### src/rtl/wb_select_unit.sv
// wb_select_unit
// Write-back data selector placed at the end of the datapath. It picks the
// value written to the register file from one of NSRC datapath results, an
// extended memory load, or a small constant. When the selected source is not
// ready yet, it waits, with an optional timeout. The result is registered
// and announced with a one-cycle wb_valid pulse.
//
// Ports
//   clk        rising-edge clock
//   reset_n    asynchronous active-low reset
//   start      request pulse, accepted only when idle
//   sel        source select (0..NSRC-1 generic, NSRC memory,
//              NSRC+1..NSRC+4 constants 227/1/2/3, others illegal)
//   ext_mode   load extension: 0 word, 1 byte u, 2 byte s, 3 half u, 4 half s
//   byte_off   load byte offset (little-endian lanes)
//   src_data   flattened sources, source i = src_data[i*DATA_W +: DATA_W]
//   src_ready  per-source ready
//   mem_word   raw memory data word
//   mem_valid  mem_word is valid
//   busy       waiting for the selected source
//   wb_valid   one-cycle pulse, wb_data/err updated
//   wb_data    selected and extended write-back value (0 on error)
//   err        illegal select/mode/alignment or timeout, qualified by wb_valid
module wb_select_unit #(
  parameter int DATA_W  = 32,
  parameter int NSRC    = 8,
  parameter int SEL_W   = 4,
  parameter int TIMEOUT = 64
) (
  input  logic                   clk,
  input  logic                   reset_n,
  input  logic                   start,
  input  logic [SEL_W-1:0]       sel,
  input  logic [2:0]             ext_mode,
  input  logic [1:0]             byte_off,
  input  logic [NSRC*DATA_W-1:0] src_data,
  input  logic [NSRC-1:0]        src_ready,
  input  logic [DATA_W-1:0]      mem_word,
  input  logic                   mem_valid,
  output logic                   busy,
  output logic                   wb_valid,
  output logic [DATA_W-1:0]      wb_data,
  output logic                   err
);

  // Memory word padded to at least 32 bits so every byte/half lane exists.
  localparam int MW    = (DATA_W < 32) ? 32 : DATA_W;
  localparam int CNT_W = (TIMEOUT > 1) ? $clog2(TIMEOUT) : 1;
  localparam logic [CNT_W-1:0] CNT_LAST = (TIMEOUT > 0) ? CNT_W'(TIMEOUT - 1) : '0;

  typedef enum logic [1:0] {IDLE, WAIT, DONE} state_t;

  state_t              state, state_nxt;
  logic [CNT_W-1:0]    cnt;
  logic [SEL_W-1:0]    sel_p0;
  logic [2:0]          ext_mode_p0;
  logic [1:0]          byte_off_p0;

  logic [SEL_W-1:0]    cur_sel;
  logic [2:0]          cur_mode;
  logic [1:0]          cur_off;
  logic                src_rdy;
  logic                src_err;
  logic [DATA_W-1:0]   src_val;
  logic                capture;
  logic                cap_to;
  logic                cnt_clr;
  logic                cnt_inc;

  // Returns {err, data}; data is forced to zero on any error.
  function automatic logic [DATA_W:0] extend_load(input logic [2:0]        mode,
                                                  input logic [1:0]        off,
                                                  input logic [DATA_W-1:0] word);
    logic [MW-1:0]     w;
    logic [7:0]        b;
    logic [15:0]       h;
    logic              e;
    logic [DATA_W-1:0] d;
    w = MW'(word);
    b = w[8*off +: 8];
    h = w[16*off[1] +: 16];
    e = 1'b0;
    d = '0;
    case (mode)
      3'd0: begin d = word; e = (off != 2'd0); end
      3'd1: d = DATA_W'(b);
      3'd2: d = {{(DATA_W-8){b[7]}}, b};
      3'd3: begin d = DATA_W'(h); e = off[0]; end
      3'd4: begin d = {{(DATA_W-16){h[15]}}, h}; e = off[0]; end
      default: e = 1'b1;
    endcase
    if (e) d = '0;
    return {e, d};
  endfunction

  // While idle the live request is evaluated; while waiting, the latched one.
  assign cur_sel  = (state == IDLE) ? sel      : sel_p0;
  assign cur_mode = (state == IDLE) ? ext_mode : ext_mode_p0;
  assign cur_off  = (state == IDLE) ? byte_off : byte_off_p0;

  always_comb begin
    int idx;
    src_rdy = 1'b0;
    src_err = 1'b0;
    src_val = '0;
    idx     = int'(cur_sel);
    if (idx < NSRC) begin
      for (int i = 0; i < NSRC; i++) begin
        if (idx == i) begin
          src_rdy = src_ready[i];
          src_val = src_data[i*DATA_W +: DATA_W];
        end
      end
    end else if (idx == NSRC) begin
      src_rdy            = mem_valid;
      {src_err, src_val} = extend_load(cur_mode, cur_off, mem_word);
    end else if (idx <= NSRC + 4) begin
      src_rdy = 1'b1;
      case (idx - NSRC)
        1:       src_val = DATA_W'(227);
        2:       src_val = DATA_W'(1);
        3:       src_val = DATA_W'(2);
        default: src_val = DATA_W'(3);
      endcase
    end else begin
      // Illegal selects complete immediately with an error.
      src_rdy = 1'b1;
      src_err = 1'b1;
    end
  end

  always_comb begin
    state_nxt = state;
    capture   = 1'b0;
    cap_to    = 1'b0;
    cnt_clr   = 1'b0;
    cnt_inc   = 1'b0;
    case (state)
      IDLE: begin
        if (start) begin
          if (src_rdy) begin
            capture   = 1'b1;
            state_nxt = DONE;
          end else begin
            cnt_clr   = 1'b1;
            state_nxt = WAIT;
          end
        end
      end
      WAIT: begin
        // Ready takes priority over a timeout landing in the same cycle.
        if (src_rdy) begin
          capture   = 1'b1;
          state_nxt = DONE;
        end else if ((TIMEOUT != 0) && (cnt == CNT_LAST)) begin
          cap_to    = 1'b1;
          state_nxt = DONE;
        end else begin
          cnt_inc = 1'b1;
        end
      end
      DONE:    state_nxt = IDLE;
      default: state_nxt = IDLE;
    endcase
  end

  // Request latch stage: captured on an accepted start.
  always_ff @(posedge clk) begin
    if (state == IDLE && start) begin
      sel_p0      <= sel;
      ext_mode_p0 <= ext_mode;
      byte_off_p0 <= byte_off;
    end
  end

  // Control and result stage.
  always_ff @(posedge clk or negedge reset_n) begin
    if (!reset_n) begin
      state   <= IDLE;
      cnt     <= '0;
      wb_data <= '0;
      err     <= 1'b0;
    end else begin
      state <= state_nxt;
      if (cnt_clr)      cnt <= '0;
      else if (cnt_inc) cnt <= cnt + CNT_W'(1);
      if (capture) begin
        wb_data <= src_val;
        err     <= src_err;
      end else if (cap_to) begin
        wb_data <= '0;
        err     <= 1'b1;
      end
    end
  end

  assign busy     = (state == WAIT);
  assign wb_valid = (state == DONE);

endmodule

### config.mk
export PLATFORM = sky130hd
export DESIGN_NAME = wb_select_unit
export DESIGN_NICKNAME = d
export VERILOG_FILES = /design/src/rtl/wb_select_unit.sv
export SDC_FILE = /design/constraint.sdc
export NUM_CORES = 1
export LEC_CHECK = 0
export BUFFER_PORTS_ARGS = -buffer_cell sky130_fd_sc_hd__buf_4
export CAP_MARGIN = 30
export CORE_AREA = 2 2 132 134
export DETAILED_ROUTE_END_ITERATION = 6
export DIE_AREA = 0 0 134 136
export PLACE_DENSITY = 0.64
export SLEW_MARGIN = 15
export SYNTH_ARGS = -nofsm -noshare
export SYNTH_HDL_FRONTEND = slang
export SYNTH_SLANG_ARGS = --single-unit
### constraint.sdc
create_clock -name clk -period 2.65 [get_ports clk]
set_input_delay 0 -clock clk [delete_from_list [all_inputs] [get_ports clk]]
set_output_delay 0 -clock clk [all_outputs]
set_load 0.1 [all_outputs]
==> run summary <==
synthesized netlist cell count - 683
endpoints failing setup - 0
combinational share of power - 82.3%
area occupied by multi-input gates - 0.004009 sq mm
unrepaired setup endpoints after global routing - yes
Pwr Total - 10.98 mW
gr busiest metal - met2
Hold Crit Class - primary input to flip-flop
Clock Latency Late Sink - 0.31 ns
sequential-to-total area share from yosys stat - 23.99%
most frequent cells in the layout - buf_4 (432), nand2_1 (112), o21ai_0 (51)
# rows - 48
fin area - 0.009445 sq mm
switching power - 6.028 mW
area grow syn2layout - 74.79%
skew final - 0.009805 ns
Clock Sinks - 50
ys flop type - dfrtp_1
slack of the critical path - 0.03523 ns
hpwl dp - 25910 um
H-tree depth reported by CTS - 2
Post-Syn Nets - 993
average size of a mapped cell - 7.912 sq um
switching share of power - 54.89%
die area - 0.01822 sq mm
Max VDD drop - 0.0009453 V
synthesized cell area - 0.005404 sq mm
DR WL/cell - 23.72 um
Nets - 1411
Starting Density - 32.02%
DR pass1 iterations - 6
r2r startpoint - state[1]
largest net degree at the start of global routing - 42
core outline area - 0.01688 sq mm
Cell Chain, Critical Path - buf_6 -> nor2_4 -> o21a_1 -> buf_12 -> nor2_1 -> buf_12 -> a221o_1 -> o22ai_1 -> buf_4 -> and4_1 -> mux2i_1
share of power burned in registers - 11.5%
Residual DRC - 0
crit-path max cell delay - 0.42 ns
first-pass GRT wire length - 44550 um
CTS max path bufs - 2
total area of sequential cells - 0.001296 sq mm
Max Fclk - 382.4 MHz
CTS Buf Count - 5
status - finished clean
Hold Violations, Final - 0
Die W - 134 um
async set-or-reset flop fraction in the synthesized netlist - 82.00%
CP endpoint kind - flip-flop
Synth area leader - dfrtp_1
crit path max fanout - 29
Worst-path clk slew - 0.08 ns
CTS tree - done
crit-path most repeated cell - buf_12
Hold WS - 0.004411 ns
commonest non-fill, non-tap cell in the layout - buf_4
worst path required time - 2.85 ns
#FFs+latches synth - 50
R2R Setup Slk - 0.04 ns
initial antenna violation count - 1
RR Endpoint - wb_data[26]
maxcap violations - 0
P_int - 4.953 mW
total number of vias - 7741
Post-synth EDFFs - 9
vias per cell - 5.829
critical path startpoint category - flip-flop
crit path time final - 2.615 ns
power density over cell area - 1163 mW/mm^2
max-slew violations - 0
Synth top area share - 18.99%
vias in the first global route - 7457
Tcrit/Tclk final - 98.67%
DR iter-0 viols - 721
GR met1 Demand/Resource - 42.09%
Worst Path Arrival - 2.81 ns
met2 Use GR - 53.45%
Area contributors post-synth - dfrtp_1 (19%), mux2i_1 (9.3%), nand2_1 (7.9%), o21ai_0 (5.1%), edfxtp_1 (5.0%)
WS Path Type - flip-flop to flip-flop
GRT Total Usage - 32.64%
Slowest cell on crit path - dfrtp_1
placed inst area - 0.008835 sq mm
grt met3 use - 6.749%
Pleak - 4.409 nW
Routed Wire Length - 31500 um
fraction of layout cells with a size suffix above 1 - 48.19%
FF-to-FF path depth - 11
Worst Max-Slew Pin Slew - 0.5800 ns
CTS Root Cell - clkbuf_16
critical path launch point - state[1]
fillcell total - 1606
antenna-violating nets left - 0
crit path to - wb_data[26]
GP Congestion - 0.9774
final setup TNS - 0 ns
Die Ht - 136 um
number of distinct library cells after synthesis - 74
clock network fraction of design power - 6.2%
Ports - 344
PortBufs - 343
grt total ovfl - 0
Slew headroom - 61.33%
Place WS - -0.04083 ns
YS warnings - 0
[layout make-up]
type / instances / share of cell area (%)
multi-input cells: 576 / 42.44
repair buffers: 463 / 39.04
flip-flops and latches: 50 / 13.72
well taps: 225 / 2.981
clock buffers: 5 / 1.325
clock inverters: 3 / 0.2649
inverters: 5 / 0.1987
diodes: 1 / 0.02649
[power groups by stage]
stage / Combinational (mW) / Sequential (mW) / Clock [mW]
2_1_floorplan: 3.85 / 2.71 / 0
3_3_place_gp: 8.28 / 1.25 / 0
3_5_place_dp: 8.31 / 1.27 / 0
4_1_cts: 8.41 / 1.25 / 0.683
5_1_grt: 9.49 / 1.29 / 0.700
6_report: 9.04 / 1.26 / 0.676
[worst min path at each step]
stage / startpoint / to / slack, ns / cells after the start
2_1_floorplan: reset_n / cnt[0] / -0.30 / 0
3_3_place_gp: reset_n / state[0] / 0.04 / 1
3_5_place_dp: reset_n / state[0] / 0.03 / 1
4_1_cts: src_data[236] / wb_data[12] / 0.004 / 3
5_1_grt: src_data[235] / wb_data[11] / 0.02 / 3
6_report: src_data[236] / wb_data[12] / 0.004 / 3
[per-stage QoR]
step / util [%] / cells
2_1_floorplan: - / 683
3_3_place_gp: 52.35 / 1295
3_5_place_dp: 52.35 / 1295
4_1_cts: 54.14 / 1315
6_report: 55.97 / 1328
5_1_grt: 55.95 / 1327
[what timing repair did]
action / in CTS / in global routing
gates resized for setup: 10 / 46
gates cloned: 0 / 2
endpoints found under the hold margin: 50 / 0
pin swaps: 3 / 9
endpoints found under the setup margin: 12 / 36
setup buffers: 2 / 10
hold buffers: 10 / 0
[registers in the layout, indices dropped and copies added (netlist names)]
signal	count
byte_off_p0	2
cnt	6
ext_mode_p0	3
sel_p0	4
state	2
wb_data	32
err	1
[synthesized netlist by cell type, types with 13 or more instances]
library cell  count
a21oi_1          26
a221oi_1         18
a31oi_1          18
and3_1           14
clkbuf_1         26
dfrtp_1          41
mux2_2           13
mux2i_1          50
nand2_1         114
nand3_1          31
nor2_1           18
nor3_1           19
o21ai_0          55
o22ai_1          27
[layer usage]
layer / vias to the layer above / wire (um)
met5: - / 0
met4: 0 / 1348
met3: 75 / 3004
met2: 490 / 14780
met1: 3670 / 12360
li1: 3506 / -
[worst max-delay path: cells and delay by family (launching register included)]
family / cells / cell delay (ns)
compound gates: 3 / 0.82
buf+inv: 4 / 0.69
flops: 1 / 0.42
mux: 1 / 0.06
simple gates: 3 / 0.51
[cells by family (layout without fill, tap and decap cells)]
group,count (synthesis),count (layout),share of synthesized area [%]
AO/OA/AOI/OAI,254,254,33.62
AND/OR/NAND/NOR,252,252,23.08
multiplexers,67,67,13.06
buffers and inverters,57,476,5.696
flip-flops,50,50,23.99
XOR/XNOR,2,2,0.3242
adder cells (fa/ha/maj),1,1,0.2315
other,0,1,0
Note: power is estimated with default switching activity, not from simulation.
